## config.mk

```make
export PLATFORM = sky130hd
export DESIGN_NAME = rom_load_sequencer
export DESIGN_NICKNAME = d
export VERILOG_FILES = /design/src/rtl/rom_load_sequencer.sv
export SDC_FILE = /design/constraint.sdc
export NUM_CORES = 1
export LEC_CHECK = 0
export ABC_AREA = 1
export BUFFER_PORTS_ARGS = -buffer_cell sky130_fd_sc_hd__buf_2
export CORE_ASPECT_RATIO = 2
export CORE_UTILIZATION = 35
export CTS_BUF_LIST = sky130_fd_sc_hd__clkbuf_4
export DETAILED_ROUTE_END_ITERATION = 12
export SLEW_MARGIN = 25
export SYNTH_ARGS = -nofsm -noshare
export SYNTH_HDL_FRONTEND = slang
export SYNTH_SLANG_ARGS = --single-unit
```

## constraint.sdc

```tcl
create_clock -name clk -period 1.9 [get_ports clk]
set_input_delay 0.285 -clock clk [delete_from_list [all_inputs] [get_ports clk]]
set_output_delay 0.285 -clock clk [all_outputs]
set_load 0.005 [all_outputs]
```

## src/rtl/rom_load_sequencer.sv

```systemverilog
// rom_load_sequencer: sits between the hps_io ioctl download port and the core.
// It forwards download bytes to the ROM write port one cycle later with a
// one-hot region select, owns the core reset around downloads and refuses to
// release the core after a short or oversized image.
module rom_load_sequencer #(
  parameter int                ADDR_W      = 16,
  parameter logic [ADDR_W-1:0] PROG_END    = 16'h4000,
  parameter logic [ADDR_W-1:0] BG_END      = 16'h5000,
  parameter logic [ADDR_W-1:0] FG_END      = 16'h6000,
  parameter logic [ADDR_W-1:0] TOTAL_BYTES = 16'h6200,
  parameter int                HOLD_CYCLES = 16
) (
  input  logic              clk,
  input  logic              reset_n,
  input  logic              dl_active,
  input  logic              dl_wr,
  input  logic [24:0]       dl_addr,
  input  logic [7:0]        dl_data,
  input  logic              ext_reset,
  output logic              core_reset,
  output logic              rom_wr,
  output logic [ADDR_W-1:0] rom_addr,
  output logic [7:0]        rom_data,
  output logic [3:0]        rom_sel,
  output logic              dl_ok,
  output logic              dl_err
);

  localparam int                HW        = $clog2(HOLD_CYCLES + 1);
  localparam logic [HW-1:0]     HOLD_LOAD = HW'(HOLD_CYCLES);
  // Full-width limit so any set upper ioctl address bit counts as out of range.
  localparam logic [24:0]       TOTAL_EXT = 25'(TOTAL_BYTES);

  typedef enum logic [2:0] {
    S_WAIT_ROM,
    S_LOADING,
    S_HOLD,
    S_RUN,
    S_FAULT
  } state_t;

  state_t            state;
  logic [ADDR_W-1:0] byte_cnt;
  logic              overflow;
  logic [HW-1:0]     hold_cnt;

  logic              wr_accept;
  logic              wr_drop;
  logic [ADDR_W-1:0] addr_lo;
  logic [3:0]        sel_d;

  // Classify the incoming strobe: accepted into a region, or dropped as oversize.
  always_comb begin
    addr_lo   = dl_addr[ADDR_W-1:0];
    wr_accept = dl_active && dl_wr && (dl_addr < TOTAL_EXT);
    wr_drop   = dl_active && dl_wr && (dl_addr >= TOTAL_EXT);
    sel_d     = 4'b0000;
    if (wr_accept) begin
      if (addr_lo < PROG_END)    sel_d = 4'b0001;
      else if (addr_lo < BG_END) sel_d = 4'b0010;
      else if (addr_lo < FG_END) sel_d = 4'b0100;
      else                       sel_d = 4'b1000;
    end
  end

  // ROM write port: one cycle behind the ioctl strobe; select only with a write.
  always_ff @(posedge clk or negedge reset_n) begin
    if (!reset_n) begin
      rom_wr   <= 1'b0;
      rom_addr <= '0;
      rom_data <= '0;
      rom_sel  <= 4'b0000;
    end else begin
      rom_wr  <= wr_accept;
      rom_sel <= sel_d;
      if (wr_accept) begin
        rom_addr <= addr_lo;
        rom_data <= dl_data;
      end
    end
  end

  // Download / reset-release sequencer. A new download pre-empts every state.
  always_ff @(posedge clk or negedge reset_n) begin
    if (!reset_n) begin
      state    <= S_WAIT_ROM;
      byte_cnt <= '0;
      overflow <= 1'b0;
      hold_cnt <= '0;
      dl_ok    <= 1'b0;
      dl_err   <= 1'b0;
    end else if (dl_active && state != S_LOADING) begin
      // Counters restart here; a strobe on this very cycle is still counted so
      // the tally matches what the ROM port actually receives.
      state    <= S_LOADING;
      byte_cnt <= wr_accept ? ADDR_W'(1) : '0;
      overflow <= wr_drop;
      dl_ok    <= 1'b0;
      dl_err   <= 1'b0;
    end else begin
      unique case (state)
        S_LOADING: begin
          if (!dl_active) begin
            if (byte_cnt == TOTAL_BYTES && !overflow) begin
              state    <= S_HOLD;
              hold_cnt <= HOLD_LOAD;
              dl_ok    <= 1'b1;
              dl_err   <= 1'b0;
            end else begin
              state  <= S_FAULT;
              dl_ok  <= 1'b0;
              dl_err <= 1'b1;
            end
          end else begin
            if (wr_accept && byte_cnt != '1) byte_cnt <= byte_cnt + 1'b1;
            if (wr_drop)                     overflow <= 1'b1;
          end
        end
        S_HOLD: begin
          if (ext_reset)           hold_cnt <= HOLD_LOAD;
          else if (hold_cnt == '0) state    <= S_RUN;
          else                     hold_cnt <= hold_cnt - 1'b1;
        end
        S_RUN: begin
          // Any external reset goes back through HOLD so release is stretched.
          if (ext_reset) begin
            state    <= S_HOLD;
            hold_cnt <= HOLD_LOAD;
          end
        end
        default: ;  // WAIT_ROM and FAULT wait for dl_active
      endcase
    end
  end

  // Only RUN lets the core go; there ext_reset passes straight through.
  assign core_reset = (state != S_RUN) || ext_reset;

endmodule
```

==> results of run 1 <==
## what timing repair did
| action | 4_1_cts | 5_1_grt |
|---|---|---|
| setup endpoints to repair | 3 | 22 |
| pin swaps | 0 | 4 |
| hold buffers | 1 | 0 |
| buffers inserted | 0 | 3 |
| gates cloned | 0 | 0 |
| endpoints found under the hold margin | 13 | 0 |
| resized for setup | 1 | 11 |
## metrics by stage
| stage | hold slack (ns) | power, mW | cells | area (um^2) |
|---|---|---|---|---|
| floorplan | -0.0106 | 1.80 | 424 | 3120 |
| global placement | 0.208 | 2.07 | 594 | 3630 |
| detailed placement | 0.220 | 2.08 | 594 | 3630 |
| CTS | 0.0267 | 2.70 | 603 | 3710 |
| global route | 0.0187 | 2.92 | 607 | 3770 |
| finish | 0.0473 | 2.74 | 607 | 3770 |
## layout by cell type, fill, tap and decap left out, drive strengths merged
cell type / Yosys / routed
inv: 39 / 42
a21o: 1 / 1
o21bai: 4 / 4
xor2: 5 / 5
ha: 7 / 7
buf: 9 / 83
dlygate4sd3: 0 / 1
nor2: 60 / 60
nor4: 1 / 1
or2: 1 / 1
o22ai: 1 / 1
nand3b: 1 / 1
clkbuf: 1 / 5
a21oi: 5 / 5
diode: 0 / 1
nor3: 4 / 4
nand3: 38 / 38
o21ai: 6 / 6
nand2: 174 / 174
dfrtp: 56 / 56
o21a: 1 / 1
nand4: 10 / 10
## power by group
part	switching [mW]	internal, mW	total (mW)
Sequential	0.0886	1.28	1.37
Combinational	0.451	0.309	0.760
Clock	0.442	0.164	0.606
Total	0.981	1.75	2.73
## worst max-delay path, cell delays in order (launching register included)
cell and delay [ns]:
dfrtp_1 0.43, inv_2 0.08, nor3_4 0.19, inv_1 0.08, ha_1 0.22, nor2_4 0.15
nand3_2 0.11, o21bai_4 0.14, buf_12 0.16, nand2_1 0.06, nand2_1 0.05
## cell type report
class                   count  share of cell area (%)
clock inverters             3                   0.763
multi-input cells         319                    40.5
well taps                 100                    3.32
diodes                      1                  0.0664
flip-flops and latches     56                    37.2
repair buffers             84                    13.3
inverters                  39                    3.88
clock buffers               5                   0.996
## final timing paths
| kind | start | end | slack [ns] | depth (start not counted) |
|---|---|---|---|---|
| worst min-delay path | dl_addr[14] | rom_sel[0] | 0.05 | 2 |
| worst min register to register | rom_data[5] | rom_data[5] | 0.49 | 2 |
| worst max register to register | state[0] | byte_cnt[13] | 0.20 | 10 |
| max in group asynchronous | reset_n | byte_cnt[8] | 1.08 | 3 |
| min in group asynchronous | reset_n | rom_wr | 0.28 | 2 |
| worst max-delay path | state[0] | byte_cnt[13] | 0.20 | 10 |
## per-layer routing
metal | up-vias | global-route usage (%) | part of all wire (%)
met2 | 72 | 36.8 | 58
met3 | 13 | 2.19 | 3.0
met5 | - | 0 | 0
met1 | 1401 | 21.0 | 37
li1 | 1491 | - | -
met4 | 0 | 8.50 | 2.6
## synth_stat cells (all sizes together) (4+ instances only)
library cell and n:
a21oi 5, buf 9, dfrtp 56, ha 7, inv 39, nand2 174
nand3 38, nand4 10, nor2 60, nor3 4, o21ai 6, o21bai 4
xor2 5
## registers in the layout, indices dropped and copies added, names as in the netlist
| register | count |
|---|---|
| dl_err | 1 |
| overflow | 1 |
| byte_cnt | 16 |
| rom_wr | 1 |
| rom_data | 8 |
| hold_cnt | 5 |
| rom_sel | 4 |
| dl_ok | 1 |
| state | 3 |
| rom_addr | 16 |
## cells by family (layout without fill, tap and decap cells)
kind of cell             count (synthesis)  in the layout  synth area share [%]
flip-flops                              56             56                  44.9
other                                    0              1                     0
AND/OR/NAND/NOR                        289            289                  40.0
buffers and inverters                   49            131                  7.10
AO/OA/AOI/OAI                           18             18                  3.77
adder cells (fa/ha/maj)                  7              7                  2.81
XOR/XNOR                                 5              5                  1.40
==> impl_metrics.json, run 1 <==
{
  "status": "finished clean",
  "skew_ns": 0.0164,
  "drive_gt1_share_pct": 23.7,
  "core_mm2": 0.00865,
  "dr.pass1.iters": 4,
  "max-slew-margin-rel_pct": 72.4,
  "drt_iter0_drc": 123,
  "dp_hpwl_um": 6070,
  "gp_congestion": 0.885,
  "root_buffer": "clkbuf_4",
  "post-place-ws_ns": 0.0265,
  "initial_utilization_pct": 36.1,
  "ctsHtreeMaxLevel": 2,
  "required_ns": 2.27,
  "max-cap-violations": 0,
  "port-buffer-count": 69,
  "fmax_ghz": 0.587,
  "synthCells": 424,
  "power-per-cell-area_mw_per_mm2": 725,
  "fillers": 917,
  "cts.sinks": 56,
  "arrival_ns": 2.08,
  "grt_pass1_vias": 2945,
  "hold_viol_final": 0,
  "synthToLayoutAreaGrowth_pct": 20.9,
  "cts_buffer_depth": 2,
  "antenna_found_initial": 1,
  "synth_top_area_share_pct": 44.9,
  "yosysSeqAreaShare_pct": 44.9,
  "die_y_um": 136,
  "drtAntennaViolNets": 0,
  "setup-tns-final_ns": 0,
  "finalCritPeriodShare_pct": 89.7,
  "viasPerCell": 4.90,
  "p_leak_nw": 2.05,
  "synthTopCellsByArea": "dfrtp_1 45%, nand2_1 20%, nor2_1 6.3%",
  "io_pins": 70,
  "endpoint_kind": "register",
  "grt.overflow.total": 0,
  "fin_util_pct": 43.6,
  "period_minus_slack_ns": 1.70,
  "grt_max_degree": 28,
  "synthArstFlopShare_pct": 100,
  "worst_slack_ns": 0.195,
  "synth.distinct_cells": 31,
  "synth_nets": 469,
  "peakVddDrop_uv": 585,
  "multi_input_area_mm2": 0.00153,
  "insertion_delay_ns": 0.41,
  "grt_pass1_wl_um": 13600,
  "cts_tree": "yes",
  "worst_slew_pin_slew_ns": 0.413,
  "yosys.area.top_type": "dfrtp_1",
  "hold_path_class": "primary input to register",
  "fin_nets": 550,
  "wl_um": 8020,
  "die_width_um": 68.8,
  "row_count": 48,
  "wl_per_cell_um": 13.2,
  "cts_buffers": 5,
  "worstSetupPathType": "register to register",
  "synth-seq-cells": 56,
  "setup_viol": 0,
  "ys_warn_count": 0,
  "vias": 2977,
  "ff_latch_area_mm2": 0.00140,
  "rsz0062_at_grt": "false",
  "grt_usage_pct": 19.7,
  "avgSynthCellArea_um2": 7.36,
  "dieArea_mm2": 0.00932,
  "clkTransAtPathRegs_ns": 0.18,
  "path_max_fanout": 16,
  "final_max_slew_viol_count": 0,
  "cp-start-kind": "register",
  "syn_area_mm2": 0.00312,
  "drc_errors": 0,
  "synth_ff_type": "dfrtp_1",
  "synth_edf_count": 0
}
No activity file was read; power rests on OpenSTA's default activity.
==> run 2, diff against run 1 <==
--- a/config.mk
+++ b/config.mk
@@ -5,8 +5,8 @@
 export SDC_FILE = /design/constraint.sdc
 export NUM_CORES = 1
 export LEC_CHECK = 0
-export ABC_AREA = 1
 export BUFFER_PORTS_ARGS = -buffer_cell sky130_fd_sc_hd__buf_2
+export CAP_MARGIN = 20
 export CORE_ASPECT_RATIO = 2
 export CORE_UTILIZATION = 35
 export CTS_BUF_LIST = sky130_fd_sc_hd__clkbuf_4
==> run 2 against run 1 <==
The flow now finishes with violations (negative setup slack). Utilization grew 9.2 points. Worst setup slack lost 0.49 ns. Sequential cell count is the same. Area after synthesis shrank 12%. Total power grew 3.4%. Fmax shrank 22%. Count of clock-buffer cells in the layout grew 1. Sequential power shrank 7%. Non-clock buffer count grew 33. Die area shrank 12%. Final cell count shrank 23%. Clock skew is essentially flat.
==> impl_metrics.json, run 2 <==
{
  "synth-compound-area-share_pct": 6.30,
  "period_minus_slack_ns": 2.20,
  "endpoint_kind": "register",
  "gp_congestion": 0.862,
  "layout_common_cells": "69 x buf_2, 56 x dfrtp_1, 41 x buf_4",
  "wl_met1_um": 2610,
  "setup_viol": 22,
  "status": "finished with violations",
  "top_layer": "met4",
  "cts_buffer_depth": 2,
  "wl_met2_um": 3990,
  "yosysMostFrequentCell": "dfrtp_1",
  "clkTransAtPathRegs_ns": 0.16,
  "grt_pass1_vias": 2432,
  "drc_errors": 0,
  "required_ns": 2.25,
  "ctsHtreeMaxLevel": 2,
  "reg_top3": "byte_cnt (16), rom_addr (16), rom_data (8)",
  "max-cap-violations": 0,
  "viasPerCell": 5.15,
  "yosys-top-cells-count": "56 x dfrtp_1, 23 x mux2_2, 22 x nor2_1, 14 x nor4_1, 13 x inv_1",
  "yosys.area.top_type": "dfrtp_1",
  "insertion_delay_ns": 0.39,
  "synth_ff_type": "dfrtp_1",
  "hold_viol_final": 0,
  "initial_utilization_pct": 36.0,
  "cp-start-kind": "register",
  "fillers": 675,
  "dieArea_mm2": 0.00821,
  "synth-seq-cells": 56,
  "peakVddDrop_uv": 426,
  "dp_hpwl_um": 5230,
  "worst_slack_ns": -0.295,
  "wl_met3_um": 218,
  "synthArstFlopShare_pct": 100,
  "ys_warn_count": 0,
  "avgSynthCellArea_um2": 10.7,
  "arrival_ns": 2.54,
  "skew_ns": 0.0165,
  "grt_max_degree": 37,
  "mostFrequentLayoutCell": "buf_2",
  "power-per-cell-area_mw_per_mm2": 705,
  "synth_nets": 300,
  "synthTopCellsByArea": "dfrtp_1 51%, mux2_2 9.5%, xnor2_1 3.5%",
  "synth-adder-area-share_pct": 3.20,
  "final_max_slew_viol_count": 0,
  "synth_top_area_share_pct": 51.1,
  "drive_gt1_share_pct": 49.2,
  "cts.sinks": 56,
  "synthToLayoutAreaGrowth_pct": 46.5,
  "drt_iter0_drc": 142,
  "yosys.area_share.simple_pct": 22.6,
  "die_y_um": 127,
  "muxShareOfSynthArea_pct": 9.86,
  "fin_util_pct": 52.8,
  "synth_top_family_by_area": "simple AND/OR/NAND/NOR gates",
  "io_pins": 70,
  "synth.distinct_cells": 43,
  "dr.pass1.iters": 4,
  "hold_path_class": "primary input to register",
  "max-slew-margin-rel_pct": 66.4,
  "antenna_found_initial": 1,
  "finalCritPeriodShare_pct": 116,
  "p_leak_nw": 1.90,
  "root_buffer": "clkbuf_4",
  "grt_pass1_wl_um": 11200,
  "placed_cell_area_mm2": 0.00365,
  "synthCells": 255,
  "port-buffer-count": 69,
  "cts_tree": "yes",
  "syn_area_mm2": 0.00274,
  "grt_usage_pct": 17.8,
  "die_width_um": 64.6,
  "worstSetupPathType": "register to register",
  "core_mm2": 0.00760,
  "yosysSeqAreaShare_pct": 51.1,
  "synth_edf_count": 0,
  "drtAntennaViolNets": 0,
  "path_max_fanout": 7,
  "row_count": 45,
  "synthXorXnorAreaFrac_pct": 3.52,
  "vias": 2397,
  "fmax_ghz": 0.456,
  "rrSetupSlack_ns": -0.30,
  "fin_nets": 414,
  "grt.overflow.total": 0,
  "rsz0062_at_grt": "true",
  "wl_per_cell_um": 15.0,
  "violations": "negative setup slack",
  "worst_slew_pin_slew_ns": 0.504,
  "cts_buffers": 5,
  "wl_um": 6970,
  "design_area_mm2": 0.00401
}
-- run 2: through the flow --
step	instances	setup TNS (ns)	worst slack, ns	power [mW]	hold WS, ns
finish	465	-3.20	-0.295	2.83	0.0673
global route	465	-4.41	-0.324	2.99	0.0498
CTS	461	-2.97	-0.289	2.77	0.0523
detailed placement	449	-9.01	-0.411	2.09	0.289
global placement	449	-8.20	-0.384	2.08	0.285
floorplan	255	-4.96	-0.368	1.69	-0.0106
-- run 2: final cells by class --
class,instances,area [um^2],area share (%)
Timing Repair Buffer,117,752,18.7
Antenna cell,1,2.50,0.0623
Inverter,13,48.8,1.22
Sequential cell,56,1400,34.9
Clock buffer,6,45.0,1.12
Tap cell,94,118,2.93
Multi-Input combinational cell,176,1630,40.6
Clock inverter,2,16.3,0.405
-- run 2: what timing repair did --
| item | 4_1_cts | 5_1_grt |
|---|---|---|
| hold buffers | 1 | 0 |
| pin swaps | 10 | 12 |
| resized for setup | 34 | 13 |
| hold endpoints to repair | 20 | 0 |
| setup buffers | 3 | 3 |
| setup endpoints to repair | 23 | 23 |
-- run 2: routing by layer --
layer	vias up	track usage, %
met5	-	0
met4	0	8.10
met3	9	2.50
met2	61	34.2
met1	1172	18.1
li1	1155	-
-- run 2: power breakdown --
group,internal (mW),switching (mW)
Sequential,1.25,0.0378
Combinational,0.543,0.453
Clock,0.162,0.386
Total,1.95,0.877
-- run 2: cells by family (layout without fill, tap and decap cells) --
kind of cell	Yosys count	in the layout
AND/OR/NAND/NOR	107	107
flip-flops	56	56
AO/OA/AOI/OAI	27	27
multiplexers	24	24
buffers and inverters	23	138
XOR/XNOR	11	11
adder cells (fa/ha/maj)	7	7
other	0	1
-- run 2: path summary, 6_finish.rpt --
| check | depth (start not counted) | from | end |
|---|---|---|---|
| setup / recovery | 6 | state[2] | byte_cnt[1] |
| hold / removal | 2 | dl_addr[14] | rom_sel[0] |
| setup reg to reg | 6 | state[2] | byte_cnt[1] |
| hold reg to reg | 1 | hold_cnt[0] | hold_cnt[0] |
| max in group asynchronous | 3 | reset_n | overflow |
| min in group asynchronous | 2 | reset_n | rom_data[1] |
-- run 2: critical path, stage by stage (launching register included) --
cell and delay, ns:
dfrtp_1 0.41, or3_4 0.41, ha_4 0.17, or3_4 0.34
or2_4 0.29, or4b_1 0.46, nand2_1 0.07
